**src/rtl/fmac_saddr_filter_pkg.sv**
```systemverilog
// Shared encodings and widths for the multicast source-address filter.
package fmac_saddr_filter_pkg;

  localparam int MAC_ADDR_W = 48;
  localparam int DROP_CNT_W = 16;

  typedef enum logic [2:0] {
    ST_IDLE = 3'b001,
    ST_SCAN = 3'b010,
    ST_DONE = 3'b100
  } state_e;

endpackage

```
**src/rtl/fmac_saddr_tbl.sv**
```systemverilog
// Allowed-address table: one write port, one combinational read port.
// Only entry-valid bits are reset; address storage holds whatever was last written.
module fmac_saddr_tbl
  import fmac_saddr_filter_pkg::*;
#(
  parameter int NUM_ENTRIES = 4,
  parameter int IDX_W       = 2
) (
  input  logic                  clk,
  input  logic                  rst_,
  input  logic                  wr_en,
  input  logic [IDX_W-1:0]      wr_idx,
  input  logic [MAC_ADDR_W-1:0] wr_addr,
  input  logic                  wr_ena,
  input  logic [IDX_W-1:0]      rd_idx,
  output logic [MAC_ADDR_W-1:0] rd_addr,
  output logic                  rd_vld
);

  logic [MAC_ADDR_W-1:0] r_addr [NUM_ENTRIES];
  logic [NUM_ENTRIES-1:0] r_vld;

  always_ff @(posedge clk) begin
    for (int i = 0; i < NUM_ENTRIES; i++) begin
      if (wr_en && (wr_idx == IDX_W'(i))) begin
        r_addr[i] <= wr_addr;
      end
    end
  end

  always_ff @(posedge clk or negedge rst_) begin
    if (!rst_) begin
      r_vld <= '0;
    end else begin
      for (int i = 0; i < NUM_ENTRIES; i++) begin
        if (wr_en && (wr_idx == IDX_W'(i))) begin
          r_vld[i] <= wr_ena;
        end
      end
    end
  end

  // Reads see pre-write contents when a write to the same entry lands this cycle.
  assign rd_addr = r_addr[rd_idx];
  assign rd_vld  = r_vld[rd_idx];

endmodule

```
**src/rtl/fmac_saddr_filter_ctrl.sv**
```systemverilog
// Sequential source-address filter: one 48-bit comparator walks the table per frame.
// Optional drop statistics counter enabled by FMAC_SADDR_FILTER_STATS_EN.
module fmac_saddr_filter_ctrl
  import fmac_saddr_filter_pkg::*;
#(
  parameter int NUM_ENTRIES = 4,
  parameter int IDX_W       = 2
) (
  input  logic                  clk,
  input  logic                  rst_,
  input  logic                  mcast_en,
  input  logic                  cfg_wr,
  input  logic [IDX_W-1:0]      cfg_idx,
  input  logic [MAC_ADDR_W-1:0] cfg_addr,
  input  logic                  cfg_ena,
  input  logic [MAC_ADDR_W-1:0] mac_saddr,
  input  logic                  mac_saddr_vld,
`ifdef FMAC_SADDR_FILTER_STATS_EN
  input  logic                  drop_cnt_clr,
  output logic [DROP_CNT_W-1:0] drop_cnt,
`endif
  output logic                  filter_busy,
  output logic                  filter_done,
  output logic                  saddr_filter_drop,
  output logic [IDX_W-1:0]      filter_hit_idx,
  output logic [2:0]            dbg_state
);

  // Handshake: mac_saddr_vld is a one-cycle strobe, accepted only in IDLE and
  // silently ignored otherwise; filter_done is a one-cycle strobe with no
  // backpressure, and drop/hit_idx stay valid until the next done.

  state_e                r_state, w_state_nxt;
  logic [MAC_ADDR_W-1:0] r_sa, w_sa_nxt;
  logic [IDX_W-1:0]      r_scan_idx, w_scan_idx_nxt;
  logic                  r_drop, w_drop_nxt;
  logic [IDX_W-1:0]      r_hit_idx, w_hit_idx_nxt;

  logic [MAC_ADDR_W-1:0] w_ent_addr;
  logic                  w_ent_vld;
  logic                  w_hit;
  logic                  w_last;

  fmac_saddr_tbl #(
    .NUM_ENTRIES (NUM_ENTRIES),
    .IDX_W       (IDX_W)
  ) u_tbl (
    .clk     (clk),
    .rst_    (rst_),
    .wr_en   (cfg_wr),
    .wr_idx  (cfg_idx),
    .wr_addr (cfg_addr),
    .wr_ena  (cfg_ena),
    .rd_idx  (r_scan_idx),
    .rd_addr (w_ent_addr),
    .rd_vld  (w_ent_vld)
  );

  assign w_hit  = w_ent_vld && (w_ent_addr == r_sa);
  assign w_last = (r_scan_idx == IDX_W'(NUM_ENTRIES - 1));

  always_ff @(posedge clk or negedge rst_) begin
    if (!rst_) begin
      r_state    <= ST_IDLE;
      r_scan_idx <= '0;
      r_drop     <= 1'b0;
      r_hit_idx  <= '0;
    end else begin
      r_state    <= w_state_nxt;
      r_scan_idx <= w_scan_idx_nxt;
      r_drop     <= w_drop_nxt;
      r_hit_idx  <= w_hit_idx_nxt;
    end
  end

  // The latched source address needs no reset; it is only read in SCAN.
  always_ff @(posedge clk) begin
    r_sa <= w_sa_nxt;
  end

  always_comb begin
    w_state_nxt    = r_state;
    w_sa_nxt       = r_sa;
    w_scan_idx_nxt = r_scan_idx;
    w_drop_nxt     = r_drop;
    w_hit_idx_nxt  = r_hit_idx;
    case (r_state)
      ST_IDLE: begin
        if (mac_saddr_vld) begin
          w_sa_nxt = mac_saddr;
          if (!mcast_en) begin
            w_state_nxt   = ST_DONE;
            w_drop_nxt    = 1'b0;
            w_hit_idx_nxt = '0;
          end else begin
            w_state_nxt    = ST_SCAN;
            w_scan_idx_nxt = '0;
          end
        end
      end
      ST_SCAN: begin
        if (w_hit) begin
          w_state_nxt   = ST_DONE;
          w_drop_nxt    = 1'b0;
          w_hit_idx_nxt = r_scan_idx;
        end else if (w_last) begin
          w_state_nxt   = ST_DONE;
          w_drop_nxt    = 1'b1;
          w_hit_idx_nxt = '0;
        end else begin
          w_scan_idx_nxt = r_scan_idx + IDX_W'(1);
        end
      end
      ST_DONE: begin
        w_state_nxt = ST_IDLE;
      end
      default: begin
        w_state_nxt = ST_IDLE;
      end
    endcase
  end

  assign filter_done       = (r_state == ST_DONE);
  assign filter_busy       = (r_state == ST_SCAN) || (r_state == ST_DONE);
  assign saddr_filter_drop = r_drop;
  assign filter_hit_idx    = r_hit_idx;
  assign dbg_state         = r_state;

`ifdef FMAC_SADDR_FILTER_STATS_EN
  logic [DROP_CNT_W-1:0] r_drop_cnt;

  always_ff @(posedge clk or negedge rst_) begin
    if (!rst_) begin
      r_drop_cnt <= '0;
    end else if (drop_cnt_clr) begin
      r_drop_cnt <= '0;
    end else if (filter_done && r_drop && (r_drop_cnt != '1)) begin
      r_drop_cnt <= r_drop_cnt + DROP_CNT_W'(1);
    end
  end

  assign drop_cnt = r_drop_cnt;
`endif

endmodule

```
**config.mk**
```make
export PLATFORM = sky130hd
export DESIGN_NAME = fmac_saddr_filter_ctrl
export DESIGN_NICKNAME = d
export VERILOG_FILES = /design/src/rtl/fmac_saddr_filter_pkg.sv /design/src/rtl/fmac_saddr_tbl.sv /design/src/rtl/fmac_saddr_filter_ctrl.sv
export SDC_FILE = /design/constraint.sdc
export NUM_CORES = 1
export LEC_CHECK = 0
export BUFFER_PORTS_ARGS = -buffer_cell sky130_fd_sc_hd__buf_2
export CAP_MARGIN = 10
export CORE_ASPECT_RATIO = 0.8
export CORE_MARGIN = 4
export CORE_UTILIZATION = 58
export CTS_CLUSTER_DIAMETER = 120
export DETAILED_ROUTE_END_ITERATION = 8
export MAX_ROUTING_LAYER = met4
export PLACE_DENSITY = 0.79
export SLEW_MARGIN = 5
export SYNTH_ARGS = -nofsm -noshare
export SYNTH_HDL_FRONTEND = slang
export SYNTH_HIERARCHICAL = 1
export SYNTH_SLANG_ARGS = --single-unit
export TNS_END_PERCENT = 1
```
**constraint.sdc**
```tcl
create_clock -name clk -period 3.75 [get_ports clk]
set_input_delay 0.375 -clock clk [delete_from_list [all_inputs] [get_ports clk]]
set_output_delay 0.375 -clock clk [all_outputs]
set_load 0.03 [all_outputs]
```
==> results.cfg, run 1 <==
[run_status]
outcome = finished clean

[drt]
vias = 4518
wl_per_cell_um = 22.8
viasPerCell = 5.71
antenna_left = 0
drtIter0Drc = 368
firstDrtPassIters = 5
finalWirelength_um = 18100
remaining_drc_errors = 0

[sta]
slew_headroom_pct = 32.7
fmax_mhz = 314
worst_pin_slew_ns = 1.01
slew_violations = 0
post-route-min-period_ns = 3.18
post-route-period-util_pct = 84.9
setup_viol = 0
clock_skew_ns = 0.0101
hold_viol = 0
rsz0062_at_grt = false
fin_setup_tns_ns = 0

[finish]
area_growth_pct = 16.4
num_antenna_cells = 0
drive_gt1_share_pct = 37.8
nNetsFinal = 664

[global_routing]
grt_pass1_vias = 4884
grt_max_degree = 49
gr-total-overflow = 0
grt_usage_pct = 20.7
antenna_found_initial = 0
grt_pass1_wl_um = 27600

[clocking]
cts.sinks = 252
cts.clk_slew.worst_paths_ns = 0.06
numCtsBuffers = 24
cts_tree = yes
clk-insertion-delay-late_ns = 0.52
cts-htree-levels = 1
ctsLongestPathBuffers = 3
postCtsSetupBuffers = 0
cts_root_buf = clkbuf_16

[power]
peakVddDrop_v = 0.000441
total_power_mw = 7.35
power_density_mw_per_mm2 = 658
leakage_nw = 3.83

[synthesis]
synth_edf_count = 240
postSynthCellCount = 423
async_flop_share_pct = 4.76
netlist_area_mm2 = 0.00959
synth_flop_cell = edfxtp_1
ys_types = 46
ys_warn_count = 6
ys_ff_latch = 252
syn_area_per_cell_um2 = 22.7
syn_nets = 528
yosysSeqAreaShare_pct = 78.3

[placement]
gp_congestion = 0.870
io_buffers = 111
place_hpwl_um = 11900

[critical_path]
worstSetupPathType = register to register
critPathMaxFanout = 31
end_kind = register
cp-start-kind = register
critPathRequiredTime_ns = 4.15
cpPeakStageDelay_ns = 0.85
worstPathCellList = buf_12 -> mux4_1 -> xor2_1 -> nor4_1 -> nand4_1 -> and4bb_1 -> o31ai_2 -> a22o_1
crit_path_top_delay_cell = dfrtp_4
arrival_ns = 3.59
critPathTopFamily = simple AND/OR/NAND/NOR gates
worst-path-buf-inv = 1

[min_path]
hold_class = input port to register

[die]
die_w_um = 152
initial_core_util_pct = 59.9
fp-row-count = 41
boundaryPins = 112
die_h_um = 123
die_area_mm2 = 0.0187
core_area_mm2 = 0.0160

[flow_run]
drv_cap = 0
## layer usage
metal / up-vias / routed length, µm / part of all wire (%) / track usage [%]
met1: 2297 / 7290 / 40 / 28.1
met4: 0 / 433 / 2.4 / 5.56
met3: 38 / 1300 / 7.2 / 3.74
met2: 176 / 9050 / 50 / 33.4
li1: 2007 / - / - / -
met5: - / 0 / 0 / -
## cells by family after synthesis
family	share of synthesized area (%)
compound gates	1.45
xor+xnor	3.93
fa+ha+maj	0.130
buf+inv	1.42
flops	78.3
mux	12.1
simple gates	2.76
## synthesized netlist by cell type, types with 2 or more instances
| cell | instances | share of area, % |
|---|---|---|
| nand2b_1 | 3 | 0.20 |
| nand4_1 | 4 | 0.26 |
| nor2_1 | 5 | 0.20 |
| a22o_1 | 2 | 0.18 |
| mux4_2 | 47 | 11 |
| a21oi_1 | 3 | 0.16 |
| buf_12 | 2 | 0.42 |
| inv_1 | 10 | 0.39 |
| mux2_2 | 4 | 0.47 |
| nor3b_1 | 2 | 0.16 |
| dfrtp_1 | 11 | 2.9 |
| and2_1 | 2 | 0.13 |
| buf_1 | 3 | 0.12 |
| xnor2_1 | 17 | 1.6 |
| xor2_1 | 26 | 2.4 |
| nor2b_1 | 2 | 0.13 |
| mux4_1 | 2 | 0.55 |
| edfxtp_1 | 240 | 75 |
| nand3b_1 | 2 | 0.16 |
| nor4_1 | 6 | 0.39 |
| buf_2 | 2 | 0.10 |
| and3_1 | 2 | 0.13 |
| buf_4 | 3 | 0.23 |
## layout by cell type (no fill, tap or decap), types with 6 or more instances in the layout
cell type  netlist  layout
buf_4            3       6
clkbuf_1         0       6
xor2_1          26      26
inv_1           10       9
xnor2_1         17      17
clkbuf_16        0      24
dfrtp_1         11       9
edfxtp_1       240     240
mux4_2          47      47
buf_2            2     111
nor4_1           6       6
## through the flow
| stage | setup slack [ns] | area [µm²] | utilization (%) | hold WS (ns) | cells |
|---|---|---|---|---|---|
| 2_1_floorplan | 0.478 | 9600 | - | 0.0794 | 423 |
| 3_3_place_gp | 0.563 | 10500 | 65.3 | 0.259 | 747 |
| 3_5_place_dp | 0.504 | 10500 | 65.3 | 0.270 | 747 |
| 4_1_cts | 0.495 | 11200 | 69.8 | 0.00897 | 791 |
| 5_1_grt | 0.307 | 11200 | 69.8 | 0.00748 | 791 |
| 6_report | 0.566 | 11200 | 69.8 | 0.0270 | 791 |
## repair_timing
| item | in CTS | in global routing |
|---|---|---|
| hold buffers | 1 | 0 |
| resized for setup | 0 | 0 |
| endpoints found under the hold margin | 12 | 0 |
## area by class of cell
| type | count | area (µm²) |
|---|---|---|
| Sequential cell | 252 | 7510 |
| Tap cell | 215 | 269 |
| Clock buffer | 30 | 623 |
| Timing Repair Buffer | 121 | 671 |
| Multi-Input combinational cell | 149 | 1970 |
| Clock inverter | 13 | 76.3 |
| Fill cell | 1032 | 4840 |
| Inverter | 11 | 41.3 |
## power by group
part	total, mW	switching, mW	internal, mW
sequential	3.69	0.278	3.41
combinational	1.52	0.733	0.783
clock	2.14	0.958	1.18
## worst paths after layout
kind / start / cells past startpoint / slack (ns) / end
max in group asynchronous: rst_ / 2 / 3.19 / dbg_state[0]
worst min register to register: u_tbl/r_vld[2] / 1 / 0.51 / u_tbl/r_vld[2]
min in group asynchronous: rst_ / 2 / 0.28 / saddr_filter_drop
worst max register to register: r_scan_idx[0] / 8 / 0.57 / filter_hit_idx[1]
worst max-delay path: r_scan_idx[0] / 8 / 0.57 / filter_hit_idx[1]
worst min-delay path: mac_saddr[44] / 1 / 0.03 / r_sa[44]
## registers in the layout, summed over array words and instances (netlist names)
signal and cells:
dbg_state 3, filter_hit_idx 2, r_sa 48, r_scan_idx 2, saddr_filter_drop 1, u_tbl/r_addr 192
u_tbl/r_vld 4
Power figures use the tool's default switching activity.
==> inputs of run 2 (changes only) <==
--- a/config.mk
+++ b/config.mk
@@ -9,11 +9,11 @@
 export CAP_MARGIN = 10
 export CORE_ASPECT_RATIO = 0.8
 export CORE_MARGIN = 4
-export CORE_UTILIZATION = 58
+export CORE_UTILIZATION = 52
 export CTS_CLUSTER_DIAMETER = 120
 export DETAILED_ROUTE_END_ITERATION = 8
 export MAX_ROUTING_LAYER = met4
-export PLACE_DENSITY = 0.79
+export PLACE_DENSITY = 0.75
 export SLEW_MARGIN = 5
 export SYNTH_ARGS = -nofsm -noshare
 export SYNTH_HDL_FRONTEND = slang
==> constraint.sdc (replaced) <==
create_clock -name clk -period 2.7 [get_ports clk]
set_input_delay 0.27 -clock clk [delete_from_list [all_inputs] [get_ports clk]]
set_output_delay 0.27 -clock clk [all_outputs]
set_load 0.03 [all_outputs]
==> run 2 against run 1 <==
Net effect: the run now ends with negative setup slack left; first-iteration DRC count grew 5.4%; worst setup slack got worse by 0.66 ns; fmax increased by 14%; hold slack gained 0.023 ns; flip-flop and latch count is the same; sequential power rose by 34%; clock power grew 60%; routed wire length increased by 10%; clock skew fell by 0.0036 ns; cell area up 13%; clock-buffer cell count up 4; global-route usage fell by 0.45 points; largest power group unchanged.
==> results.cfg, run 2 (synthesis results as in run 1) <==
[run_status]
outcome = complete, but fails checks
violations = negative setup slack

[die]
core_area_mm2 = 0.0181
fp-row-count = 44
initial_core_util_pct = 53.0
die_h_um = 129
die_w_um = 160
die_area_mm2 = 0.0207
boundaryPins = 112

[critical_path]
end_kind = register
worstPathCellList = buf_12 -> buf_12 -> mux4_2 -> xor2_1 -> nor4_1 -> buf_4 -> nand4_1 -> and4bb_2 -> o31ai_2 -> a22o_1
arrival_ns = 3.19
cpPeakStageDelay_ns = 0.51
crit_path_top_delay_cell = dfrtp_4
critPathRequiredTime_ns = 3.10
cp-start-kind = register
critPathMostFrequentCell = buf_12
r2r.worst_path.cells = 10
critPathMaxFanout = 6
worstSetupPathType = register to register

[sta]
post-route-period-util_pct = 104
post-route-min-period_ns = 2.80
worst_pin_slew_ns = 0.686
setup_viol = 5
worst_slack_ns = -0.0952
hold_viol = 0
fmax_mhz = 358
slew_violations = 0
clock_skew_ns = 0.00650
rsz0062_at_grt = true
slew_headroom_pct = 54.2

[drt]
antenna_left = 0
vias = 5041
remaining_drc_errors = 0
finalWirelength_um = 19900
drt-met1-wl_um = 8330
drtIter0Drc = 388
firstDrtPassIters = 5
wl_met3_um = 1340
wl_per_cell_um = 21.5
viasPerCell = 5.43
maxUsedRoutingLayer = met4
met2_length_um = 9870

[clocking]
cts-htree-levels = 1
ctsLongestPathBuffers = 3
numCtsBuffers = 25
cts.clk_slew.worst_paths_ns = 0.06
cts.sinks = 252
cts_tree = yes
cts_root_buf = clkbuf_16
clk-insertion-delay-late_ns = 0.51

[finish]
reg.largest.list = u_tbl/r_addr: 192 flops, r_sa: 48 flops, u_tbl/r_vld: 4 flops
area_growth_pct = 31.7
drive_gt1_share_pct = 36.5
largest_reg_flops = 192
nNetsFinal = 784
fill_cells = 1068
top_register = u_tbl/r_addr
final_cell_mix = edfxtp_1 (240), buf_2 (111), dlygate4sd3_1 (97)
layout_commonest_cell = edfxtp_1

[power]
seq_power_share_pct = 43.9
switching_share_pct = 25.7
p_switching_mw = 2.88
p_clk_share_pct = 30.5
peakVddDrop_v = 0.000522
internal_power_mw = 8.35
combPwrFrac_pct = 25.5
power_density_mw_per_mm2 = 889
leakage_nw = 4.47
total_power_mw = 11.2

[placement]
place_hpwl_um = 11900
io_buffers = 111
gp_congestion = 0.760
place_ws_ns = -0.0718

[flow_run]
drv_cap = 0

[min_path]
hold_class = input port to register
holdPathStages = 2

[global_routing]
grt_pass1_vias = 5452
grt_usage_pct = 20.3
antenna_found_initial = 1
gr-total-overflow = 0
grt_max_degree = 50
grt_pass1_wl_um = 30800
[run 2: cell types whose count changed in the layout (fill, tap and decap cells not counted), moves of 3 or more]
cell / delta
buf_12: +7
buf_4: +13
bufinv_16: +3
clkbuf_8: +3
dlygate4sd3_1: +96
nor4_1: -4
nor4_2: +4
[run 2: path summary, 6_finish.rpt]
| kind | from | slack, ns | to |
|---|---|---|---|
| min in group asynchronous | rst_ | 0.19 | u_tbl/r_vld[0] |
| max in group asynchronous | rst_ | 2.24 | dbg_state[0] |
| max reg2reg | r_scan_idx[0] | -0.1 | filter_hit_idx[1] |
| min | cfg_ena | 0.05 | u_tbl/r_vld[1] |
| max | r_scan_idx[0] | -0.1 | filter_hit_idx[1] |
| min reg2reg | u_tbl/r_vld[1] | 0.51 | u_tbl/r_vld[1] |
[run 2: timing repair]
action / CTS / global route
endpoints found under the hold margin: 252 / 0
gates resized for setup: 3 / 8
gates cloned: 2 / 1
endpoints found under the setup margin: 5 / 7
pin swaps: 6 / 5
hold buffers: 97 / 0
setup buffers: 7 / 2
[run 2: area by class of cell]
cell class	instances	area, µm²	area share [%]
clock buffer	34	689	5.46
sequential	252	7510	59.5
multi-input combinational	149	2010	15.9
tap	230	288	2.28
antenna	1	2.50	0.0198
clock inverter	12	134	1.06
inverter	11	41.3	0.327
timing repair buffer	240	1950	15.5
[run 2: critical path: cells and delay by family, from the launching register on]
family / cells / cell delay, ns
DFF: 1 / 0.51
and+or+nand+nor: 3 / 0.81
xor gates and xnor gates: 1 / 0.16
muxes: 1 / 0.43
AOI/OAI and AO/OA: 2 / 0.30
buffers and inverters: 3 / 0.46
[run 2: stage by stage]
stage	instance area (µm²)	cells	util, %	hold WS [ns]	TNS [ns]
after floorplan	9600	423	-	-0.0256	-0.100
after global routing	12600	929	69.8	0.0432	-0.892
after detailed placement	10600	773	58.7	0.167	-0.191
after global placement	10600	773	58.7	0.167	0
final	12600	929	69.8	0.0496	-0.288
after CTS	12600	925	69.4	0.0268	-0.138
[run 2: layer usage]
layer	GRT usage, %	up-vias
li1	-	2255
met1	26.7	2558
met2	33.0	198
met3	4.39	30
met4	5.36	0
met5	-	-
[run 2: power by group through the flow]
stage / clock network (mW) / registers, mW / logic, mW
floorplan: 0 / 4.98 / 1.73
global placement: 0 / 5.00 / 2.41
detailed placement: 0 / 5.02 / 2.46
CTS: 3.49 / 4.93 / 2.79
global route: 3.68 / 4.96 / 3.09
finish: 3.43 / 4.94 / 2.87
